File: src/rtl/vga_timing_pkg.sv
// vga_timing_pkg: shared VGA timing constants and the RGB444 pixel type.
package vga_timing_pkg;
   localparam int H_TOTAL      = 800;
   localparam int V_TOTAL      = 525;
   localparam int H_SYNC_START = 656;
   localparam int V_SYNC_START = 490;
   localparam int FB_ADDR_W    = 17;
   typedef struct packed {
      logic [3:0] r;
      logic [3:0] g;
      logic [3:0] b;
   } rgb444_t;
endpackage

File: src/rtl/rgb444_to_gray.sv
// rgb444_to_gray: expand RGB444 nibbles to 8 bits and form luma (77R+150G+29B)>>8.
module rgb444_to_gray
   import vga_timing_pkg::*;
(
   input  logic [11:0] px,
   output logic [7:0]  gray
);
   rgb444_t     c;
   logic [15:0] acc;
   assign c    = px;
   assign acc  = 16'd77 * {8'd0, c.r, c.r} + 16'd150 * {8'd0, c.g, c.g} + 16'd29 * {8'd0, c.b, c.b};
   assign gray = 8'(acc >> 8);
endmodule

File: src/rtl/vga_gray_stream_gen.sv
// vga_gray_stream_gen: VGA timing source reading a 2x-upscaled RGB444 frame buffer as 8-bit gray.
// Defining VGA_TEST_PATTERN_EN adds pattern_sel, which swaps camera gray for an x_pixel ramp.
module vga_gray_stream_gen
   import vga_timing_pkg::*;
#(
   parameter int CLK_DIV   = 4,
   parameter int H_VISIBLE = 640,
   parameter int H_FP      = 16,
   parameter int H_SYNC    = 96,
   parameter int H_BP      = 48,
   parameter int V_VISIBLE = 480,
   parameter int V_FP      = 10,
   parameter int V_SYNC    = 2,
   parameter int V_BP      = 33,
   parameter int FB_WIDTH  = 320
) (
   input  logic        clk,
   input  logic        rst,
`ifdef VGA_TEST_PATTERN_EN
   input  logic        pattern_sel,
`endif
   input  logic [11:0] fb_rdata,
   output logic [16:0] fb_raddr,
   output logic        fb_re,
   output logic        pix_tick,
   output logic        h_sync,
   output logic        v_sync,
   output logic [9:0]  x_pixel,
   output logic [9:0]  y_pixel,
   output logic        disp_enable,
   output logic [7:0]  gray_out,
   output logic        frame_start
);
   localparam int DW  = $clog2(CLK_DIV);
   localparam int HT  = H_VISIBLE + H_FP + H_SYNC + H_BP;
   localparam int VT  = V_VISIBLE + V_FP + V_SYNC + V_BP;
   localparam int HSS = H_VISIBLE + H_FP;
   localparam int VSS = V_VISIBLE + V_FP;

   logic [DW-1:0]        div_q, div_d;
   logic [9:0]           h_q, h_d, v_q, v_d, x_q, x_d, y_q, y_d, h_nx, v_nx;
   logic                 de_q, de_d, hs_q, hs_d, vs_q, vs_d, fs_q, fs_d, p1_q, p1_d, p2_q, p2_d;
   logic                 tick, de_nx;
   logic [FB_ADDR_W-1:0] addr_q, addr_d;
   logic [7:0]           gray_q, gray_d, cam_gray, src_gray;

   rgb444_to_gray u_gray (.px(fb_rdata), .gray(cam_gray));

`ifdef VGA_TEST_PATTERN_EN
   assign src_gray = pattern_sel ? x_q[9:2] : cam_gray;
`else
   assign src_gray = cam_gray;
`endif

   always_comb begin
      tick   = div_q == DW'(CLK_DIV - 1);
      h_nx   = h_q == 10'(HT - 1) ? 10'd0 : h_q + 10'd1;
      v_nx   = h_q != 10'(HT - 1) ? v_q : v_q == 10'(VT - 1) ? 10'd0 : v_q + 10'd1;
      de_nx  = h_nx < 10'(H_VISIBLE) && v_nx < 10'(V_VISIBLE);
      div_d  = tick ? '0 : div_q + DW'(1);
      h_d    = tick ? h_nx : h_q;
      v_d    = tick ? v_nx : v_q;
      x_d    = tick ? h_nx : x_q;
      y_d    = tick ? v_nx : y_q;
      de_d   = tick ? de_nx : de_q;
      hs_d   = tick ? !(h_nx >= 10'(HSS) && h_nx < 10'(HSS + H_SYNC)) : hs_q;
      vs_d   = tick ? !(v_nx >= 10'(VSS) && v_nx < 10'(VSS + V_SYNC)) : vs_q;
      fs_d   = tick && h_nx == 10'd0 && v_nx == 10'd0;
      addr_d = tick && de_nx ? FB_ADDR_W'(v_nx[9:1]) * FB_ADDR_W'(FB_WIDTH) + FB_ADDR_W'(h_nx[9:1]) : addr_q;
      p1_d   = tick;
      p2_d   = p1_q;
      // frame-buffer data lands one clk after the address, so gray is captured two clks after the tick
      gray_d = p2_q ? (de_q ? src_gray : 8'd0) : gray_q;
   end

   always_ff @(posedge clk) begin
      if (!rst) begin
         div_q  <= '0;
         h_q    <= 10'(HT - 1);
         v_q    <= 10'(VT - 1);
         x_q    <= '0;
         y_q    <= '0;
         de_q   <= 1'b0;
         hs_q   <= 1'b1;
         vs_q   <= 1'b1;
         fs_q   <= 1'b0;
         addr_q <= '0;
         p1_q   <= 1'b0;
         p2_q   <= 1'b0;
         gray_q <= '0;
      end else begin
         div_q  <= div_d;
         h_q    <= h_d;
         v_q    <= v_d;
         x_q    <= x_d;
         y_q    <= y_d;
         de_q   <= de_d;
         hs_q   <= hs_d;
         vs_q   <= vs_d;
         fs_q   <= fs_d;
         addr_q <= addr_d;
         p1_q   <= p1_d;
         p2_q   <= p2_d;
         gray_q <= gray_d;
      end
   end

   assign pix_tick    = tick;
   assign x_pixel     = x_q;
   assign y_pixel     = y_q;
   assign disp_enable = de_q;
   assign fb_re       = de_q;
   assign h_sync      = hs_q;
   assign v_sync      = vs_q;
   assign frame_start = fs_q;
   assign fb_raddr    = addr_q;
   assign gray_out    = gray_q;
endmodule

File: config.mk
export PLATFORM = sky130hd
export DESIGN_NAME = vga_gray_stream_gen
export DESIGN_NICKNAME = d
export VERILOG_FILES = /design/src/rtl/vga_timing_pkg.sv /design/src/rtl/rgb444_to_gray.sv /design/src/rtl/vga_gray_stream_gen.sv
export SDC_FILE = /design/constraint.sdc
export NUM_CORES = 1
export LEC_CHECK = 0
export BUFFER_PORTS_ARGS = -buffer_cell sky130_fd_sc_hd__buf_2
export CORE_UTILIZATION = 50
export DETAILED_ROUTE_END_ITERATION = 12
export PLACE_DENSITY = 0.69
export SYNTH_ARGS = -nofsm -noshare
export SYNTH_HDL_FRONTEND = slang
export SYNTH_SLANG_ARGS = --single-unit
File: constraint.sdc
create_clock -name clk -period 12.27 [get_ports clk]
set_input_delay 1.227 -clock clk [delete_from_list [all_inputs] [get_ports clk]]
set_output_delay 1.227 -clock clk [all_outputs]
set_load 0.01 [all_outputs]
==> results_dict.tcl, run 1 <==
set metrics [dict create \
    numPortBuffers 64 \
    place_hpwl_mm 11.23 \
    die_w_um 114.1 \
    grt_first_pass_wirelength_mm 23.67 \
    clock_latency_ns 0.33 \
    ys_seq_elements 63 \
    pre_cts_ws_ns 4.499 \
    clk_pin_slew_ns 0.05 \
    synth_most_common_cell "inv_1" \
    dpl.cell_count 899 \
    holdBufCountCts 0 \
    cts_setup_buffers 0 \
    area_growth_syn_to_layout_pct 10.92 \
    ys_top_cells_by_count "inv_1, ha_1, dfxtp_1" \
    min-delay-start "div_q[0]" \
    setup.worst_path.start "fb_rdata[4]" \
    tns_ns 0 \
    n_antenna_cell 0 \
    ios 65 \
    antenna_found_initial 0 \
    arrival_ns 7.60 \
    grt_start_max_net_pins 35 \
    max_stage_delay_ns 0.55 \
    synth_nets 859 \
    coreArea_sq_um 12110 \
    yosysTopAreaCell "dfxtp_1" \
    cp_common_cell "fa_1" \
    viasPerCell 5.340 \
    nNetsFinal 909 \
    grt_use_total 0.2319 \
    postSynthCellCount 692 \
    max_freq_ghz 0.1361 \
    start_util 0.5186 \
    synth_edf_count 0 \
    drv_cap 0 \
    wl_per_cell_um 15.07 \
    clock-root-buffer "clkbuf_16" \
    synth_area_leaders "dfxtp_1, ha_1, fa_1" \
    cts_tree "yes" \
    grt_pass1_vias 5054 \
    cts_buffer_depth 2 \
    worst_pin_slew_ns 0.8073 \
    vias 4881 \
    gp_congestion 0.8942 \
    hold_path.class "reg2reg" \
    power_density_nw_per_um2 240.4 \
    synth.cell_area_sq_um 6281 \
    rsz0062_at_grt "false" \
    ir_worst_vdd_uv 190.0 \
    critical_path_buf_inv_count 5 \
    final-setup-viol-count 0 \
    fin_crit_ns 7.346 \
    p_leak_nw 3.432 \
    cts_buffers 9 \
    hold-worst-slack_ns 0.4212 \
    status "completed" \
    finalCritPeriodShare 0.5987 \
    grt-ovfl-total 0 \
    rows 40 \
    critical-path-slowest-cell "fa_1" \
    firstDrtPassIters 5 \
    syn_area_per_cell_sq_um 9.077 \
    hold_viol 0 \
    dieHeight_um 114.1 \
    cp_max_fo 6 \
    path_cells "buf_2 > ha_1 > ha_1 > inv_1 > fa_1 > fa_1 > inv_1 > ha_1 > xnor2_1 > fa_1 > fa_1 > inv_1 > fa_1 > fa_1 > inv_1 > ha_1 > nand2_1 > a21oi_1 > a221oi_1 > o21ai_0 > o31ai_1 > xnor3_1 > o21ai_0" \
    stdcell_count 914 \
    cp-end-kind "register" \
    ys_seq_area_frac 0.2008 \
    slew-limit-headroom 0.4572 \
    setup_ws_ns 4.924 \
    worstSetupStartpointType "primary input" \
    route.antenna.remaining_nets 0 \
    drcViolationCount 0 \
    drv_slew 0 \
    r2r-start "h_q[0]" \
    ctsHtreeMaxLevel 3 \
    cpLargestDelayFamily "adder cells" \
    cts_resized 0 \
    cts_num_sinks 63 \
    num-fill-cells 1125 \
    ys.flop_type "dfxtp_1" \
    wirelength_mm 13.77 \
    synth_top_area_frac 0.2008 \
    cp.required_ns 12.53 \
    dr.first_iter.drc_count 213 \
    ys_types 60 \
    dieArea_sq_um 13010 \
    finalClockSkew_ns 0.007480 \
    async_flop_share 0 \
    drive_gt1_frac 0.1273 \
    path_class "in2reg" \
    yosys_warnings 0 \
]
-- flip-flops by register name, indices dropped and copies added, names as in the netlist, 2 cells and up --
signal / flops
fb_raddr: 17
h_q: 10
v_q: 10
gray_out: 8
x_pixel: 7
y_pixel: 3
div_q: 2
-- worst register-to-register path: stages, from the launching register on --
cell,delay [ns]
dfxtp_1,0.42
ha_1,0.32
and4_1,0.31
and4b_1,0.53
nand2_1,0.10
o31ai_1,0.71
ha_1,0.23
ha_1,0.16
inv_1,0.05
fa_1,0.40
nor2b_1,0.12
o21ai_0,0.14
a2111oi_0,0.45
a311oi_1,0.14
nor3_1,0.29
xor2_1,0.17
o22ai_1,0.10
-- per-layer routing --
| layer | track usage | vias to the layer above | routed length (um) |
|---|---|---|---|
| li1 | - | 2435 | - |
| met5 | 0 | - | 0 |
| met2 | 0.4121 | 90 | 6800 |
| met1 | 0.2775 | 2324 | 6076 |
| met4 | 0.09697 | 0 | 382 |
| met3 | 0.03812 | 32 | 515 |
-- through the flow --
stage | total power [mW] | util | area (sq um)
floorplan | 1.168 | - | 6281
global placement | 1.374 | 0.5505 | 6668
detailed placement | 1.417 | 0.5505 | 6668
CTS | 1.692 | 0.5752 | 6967
global route | 1.879 | 0.5752 | 6967
finish | 1.675 | 0.5752 | 6967
-- report_power, final --
group / internal (mW) / switching, mW / total, mW
registers: 0.214 / 0.00876 / 0.223
logic: 0.512 / 0.686 / 1.20
clock network: 0.167 / 0.0881 / 0.255
total: 0.893 / 0.783 / 1.68
-- cell families (layout without fill, tap and decap cells) --
group / count (synthesis) / after routing / share of synthesized area
AND/OR/NAND/NOR: 182 / 182 / 0.1404
XOR/XNOR: 41 / 41 / 0.05936
flip-flops: 63 / 63 / 0.2008
adder cells (fa/ha/maj): 153 / 153 / 0.3693
multiplexers: 8 / 8 / 0.01275
buffers and inverters: 129 / 183 / 0.08825
AO/OA/AOI/OAI: 116 / 116 / 0.1291
-- final cells by class --
class	instances	area, sq um	share of cell area
clock buffer	12	256.5	0.03682
timing repair buffer	66	335.3	0.04813
inverter	102	382.9	0.05496
tap	168	210.2	0.03017
sequential	63	1261	0.1810
clock inverter	3	42.54	0.006106
multi-input combinational	500	4478	0.6428
-- layout by cell type (no fill, tap or decap), types with 8 or more instances in the layout --
cell       synthesis  layout
clkbuf_16          0       9
a21o_1             9       9
nand3_1           21      21
a211oi_2           9       9
nor2_1            54      54
xor2_1            20      20
a21oi_1           29      29
buf_2              5      64
nand2_1           45      45
xnor2_1           20      20
mux2i_1            8       8
ha_1              99      99
nor3_1            10      10
inv_1            101     101
nand2b_1           9       9
o21ai_0           24      24
fa_1              54      54
dfxtp_1           63      63
-- worst paths after layout --
| path | end | slack (ns) | cells past startpoint |
|---|---|---|---|
| max | gray_out[7] | 4.92 | 23 |
| min | div_q[0] | 0.42 | 1 |
| max reg2reg | fb_raddr[16] | 7.49 | 16 |
| min reg2reg | div_q[0] | 0.42 | 1 |
No activity file was read; power rests on OpenSTA's default activity.
==> inputs of run 2 (changes only) <==
- clock period: 12.27 -> 7.2 ns (I/O delays scaled with it)
==> results_dict.tcl, run 2 (same netlist as run 1, synthesis figures left out) <==
set metrics [dict create \
    fin_crit_ns 6.731 \
    ctsHtreeMaxLevel 3 \
    hold_path.class "reg2reg" \
    slew-limit-headroom 0.4542 \
    min_path_cells 1 \
    worst_pin_slew_ns 0.8118 \
    power_density_nw_per_um2 429.4 \
    gp_congestion 0.9035 \
    clk_pin_slew_ns 0.05 \
    die_w_um 114.1 \
    cts_buffers 9 \
    cts_buffer_depth 2 \
    cts_num_sinks 63 \
    numPortBuffers 64 \
    cp_max_fo 6 \
    ff2ff_path_depth 16 \
    worstSetupStartpointType "primary input" \
    min-delay-start "div_q[0]" \
    coreArea_sq_um 12110 \
    max_freq_ghz 0.1486 \
    grt_use_total 0.2316 \
    firstDrtPassIters 4 \
    start_util 0.5186 \
    nNetsFinal 910 \
    clock-root-buffer "clkbuf_16" \
    final-setup-viol-count 0 \
    drv_cap 0 \
    layout_commonest_cell "inv_1" \
    num-fill-cells 1076 \
    wl_per_cell_um 15.25 \
    tns_ns 0 \
    largest_register_ffs 17 \
    hold_viol 0 \
    antenna_found_initial 0 \
    mostFrequentLayoutCells "inv_1, ha_1, buf_2" \
    rsz0062_at_grt "false" \
    path_class "in2reg" \
    ios 65 \
    dr.first_iter.drc_count 171 \
    viasPerCell 5.374 \
    cts_tree "yes" \
    finalCritPeriodShare 0.9349 \
    n_antenna_cell 0 \
    rows 40 \
    wirelength_mm 13.97 \
    p_leak_nw 3.463 \
    clock_latency_ns 0.34 \
    grt_first_pass_wirelength_mm 23.86 \
    finalClockSkew_ns 0.006090 \
    drv_slew 0 \
    cp.required_ns 7.45 \
    area_growth_syn_to_layout_pct 11.85 \
    hold-worst-slack_ns 0.4172 \
    grt_start_max_net_pins 35 \
    dieHeight_um 114.1 \
    cp-end-kind "register" \
    r2r_setup_slack_ns 2.37 \
    dieArea_sq_um 13010 \
    rr_endpoint "fb_raddr[16]" \
    drcViolationCount 0 \
    ir_worst_vdd_uv 226.3 \
    status "completed" \
    grt_pass1_vias 5143 \
    r2r-start "h_q[0]" \
    arrival_ns 6.99 \
    setup.worst_path.start "fb_rdata[4]" \
    power_mw 3.017 \
    drive_gt1_frac 0.1310 \
    final_util 0.5801 \
    holdBufCountCts 0 \
    grt-ovfl-total 0 \
    vias 4923 \
    place_hpwl_mm 11.25 \
    min_to "div_q[0]" \
    route.antenna.remaining_nets 0 \
]
[run 2: worst max path at each step]
stage | end | slack [ns]
after global placement | gray_out[7] | 0.17
final | gray_out[7] | 0.47
after global routing | gray_out[7] | 0.02
after CTS | gray_out[7] | 0.24
after floorplan | gray_out[7] | 0.57
after detailed placement | gray_out[7] | -0.08
[run 2: through the flow]
stage	area [sq um]	setup slack (ns)	std cells
detailed placement	6675	-0.08351	900
CTS	7019	0.2448	916
finish	7025	0.4685	916
floorplan	6281	0.5685	692
global placement	6675	0.1740	900
global route	7025	0.02218	916
[run 2: timing repair]
action	4_1_cts	5_1_grt
setup endpoints to repair	0	1
buffers inserted	0	0
resized for setup	0	1
[run 2: metal layers]
metal,part of all wire,global-route usage
met3,0.033,0.03123
met5,0,0
met4,0.019,0.07619
met1,0.44,0.2775
met2,0.51,0.4259
[run 2: layout make-up]
| cell class | count | area, sq um | area share |
|---|---|---|---|
| flip-flops and latches | 63 | 1261 | 0.1795 |
| inverters | 102 | 382.9 | 0.05450 |
| clock buffers | 14 | 284.0 | 0.04043 |
| clock inverters | 2 | 60.06 | 0.008549 |
| well taps | 168 | 210.2 | 0.02992 |
| multi-input cells | 500 | 4484 | 0.6383 |
| repair buffers | 67 | 342.8 | 0.04880 |
[run 2: where the power goes]
part	total (mW)	internal, mW	switching (mW)
clock network	0.493	0.341	0.153
registers	0.380	0.365	0.0150
logic	2.14	0.927	1.22
total	3.02	1.63	1.38
[run 2: worst max-delay path, cell delays in order]
cell and delay (ns):
buf_2 0.15, ha_1 0.35, ha_1 0.29, inv_1 0.05, fa_1 0.47, fa_1 0.52
inv_1 0.04, ha_1 0.35, o21a_1 0.13, nor2_1 0.11, xnor2_1 0.14, ha_1 0.27
fa_1 0.52, inv_1 0.05, fa_1 0.46, fa_1 0.54, inv_1 0.04, ha_1 0.35
nand2_1 0.10, a21oi_1 0.05, a221oi_2 0.33, o21ai_0 0.24, o31ai_1 0.28, xnor3_1 0.25
o21ai_0 0.16
==> inputs of run 3 (changes only) <==
- CTS_CLUSTER_DIAMETER: default -> 40
- MAX_ROUTING_LAYER: default -> met4
==> results_dict.tcl, run 3 (same netlist as run 1, synthesis figures left out) <==
set metrics [dict create \
    status "completed" \
    p_switching_mw 1.383 \
    cp-end-kind "register" \
    vias 4906 \
    cts_buffer_depth 2 \
    cts_tree "yes" \
    ir_worst_vdd_uv 249.3 \
    power_mw 2.902 \
    gp_congestion 0.8929 \
    antenna_found_initial 0 \
    viasPerCell 5.356 \
    dieHeight_um 114.1 \
    layout_commonest_cell "inv_1" \
    nNetsFinal 911 \
    rsz0062_at_grt "false" \
    finalCritPeriodShare 0.9378 \
    p_seq_frac 0.131 \
    n_antenna_cell 0 \
    grt_start_max_net_pins 35 \
    drv_cap 0 \
    place_hpwl_mm 11.23 \
    clock_latency_ns 0.33 \
    drive_gt1_frac 0.1310 \
    cp.required_ns 7.46 \
    ctsHtreeMaxLevel 3 \
    hold_path.class "reg2reg" \
    finalClockSkew_ns 0.005980 \
    cts_setup_buffers 0 \
    cts_buffers 9 \
    fin_crit_ns 6.752 \
    clk_pin_slew_ns 0.05 \
    rows 40 \
    wirelength_mm 13.94 \
    firstDrtPassIters 4 \
    grt_pass1_vias 5056 \
    final_util 0.5742 \
    slew-limit-headroom 0.4190 \
    grt_use_total 0.2405 \
    dieArea_sq_um 13010 \
    worst_pin_slew_ns 0.8641 \
    holdBufCountCts 0 \
    dr.first_iter.drc_count 242 \
    area_growth_syn_to_layout_pct 10.72 \
    ios 65 \
    arrival_ns 7.01 \
    power_switching_share 0.4765 \
    largest_register_ffs 17 \
    max_freq_ghz 0.1481 \
    wl_per_cell_um 15.21 \
    cts_num_sinks 63 \
    p_int_mw 1.519 \
    p_leak_nw 3.430 \
    clkPwrFrac 0.135 \
    clock-root-buffer "clkbuf_16" \
    mostFrequentLayoutCells "inv_1, ha_1, buf_2" \
    die_w_um 114.1 \
    power_frac_comb 0.734 \
    grt-ovfl-total 0 \
    cp_max_fo 6 \
    drv_slew 0 \
    path_class "in2reg" \
    power_density_nw_per_um2 417.2 \
    worstSetupStartpointType "primary input" \
    route.antenna.remaining_nets 0 \
    hold_viol 0 \
    start_util 0.5186 \
    final-setup-viol-count 0 \
    coreArea_sq_um 12110 \
    grt_first_pass_wirelength_mm 23.95 \
    drcViolationCount 0 \
    numPortBuffers 64 \
]
## run 3: cell types whose count changed in the layout (fill, tap and decap cells not counted)
| cell | change |
|---|---|
| buf_4 | +1 |
| clkbuf_8 | -3 |
| bufinv_16 | -2 |
| clkinvlp_4 | +1 |
| clkinv_2 | +3 |
## run 3: metrics by stage
step	setup slack, ns	area (sq um)	TNS [ns]	hold WS, ns	std cells
after CTS	0.2069	6948	0	0.4216	916
after floorplan	0.5685	6281	0	0.3992	692
after global placement	0.1754	6683	0	0.4131	901
after detailed placement	-0.1392	6683	-0.1392	0.4142	901
final	0.4477	6954	0	0.4182	916
after global routing	0.1133	6954	0	0.4432	916
## run 3: layout make-up
class,instances,area [sq um]
Fill cell,1119,5157
Multi-Input combinational cell,500,4484
Sequential cell,63,1261
Inverter,102,382.9
Timing Repair Buffer,68,350.3
Clock buffer,11,242.7
Tap cell,168,210.2
Clock inverter,4,22.52
## run 3: per-layer routing
| metal | vias up | wire (um) | global-route usage |
|---|---|---|---|
| li1 | 2450 | - | - |
| met1 | 2343 | 6148 | 0.2865 |
| met2 | 91 | 7090 | 0.4210 |
| met3 | 22 | 462 | 0.03547 |
| met4 | 0 | 234 | 0.07100 |
| met5 | - | 0 | - |
## run 3: path summary, 6_finish.rpt
path / startpoint / slack [ns] / to / cells after the start
worst min register to register: div_q[0] / 0.42 / div_q[0] / 1
worst max-delay path: fb_rdata[6] / 0.45 / gray_out[7] / 23
worst min-delay path: div_q[0] / 0.42 / div_q[0] / 1
worst max register to register: h_q[0] / 2.31 / fb_raddr[15] / 14
## run 3: what timing repair did
item / CTS / global route
setup endpoints to repair: 0 / 1
endpoints found under the hold margin: 0 / 0
resized for setup: 0 / 1
## run 3: power by group through the flow
stage	clock, mW	combinational [mW]	sequential (mW)
2_1_floorplan	0	1.60	0.386
3_5_place_dp	0	2.08	0.387
3_3_place_gp	0	2.00	0.386
6_report	0.392	2.13	0.379
5_1_grt	0.419	2.44	0.382
4_1_cts	0.401	2.11	0.379
## run 3: critical path: stages
cell	delay, ns
buf_2	0.14
ha_1	0.33
ha_1	0.29
inv_1	0.05
fa_1	0.49
fa_1	0.52
inv_1	0.05
ha_1	0.35
xnor2_1	0.21
fa_1	0.46
fa_1	0.52
inv_1	0.05
fa_1	0.47
fa_1	0.55
inv_1	0.04
ha_1	0.33
nand2_1	0.08
a21oi_1	0.06
a221oi_2	0.36
o21ai_0	0.24
o31ai_1	0.28
xnor3_1	0.26
o21ai_0	0.15
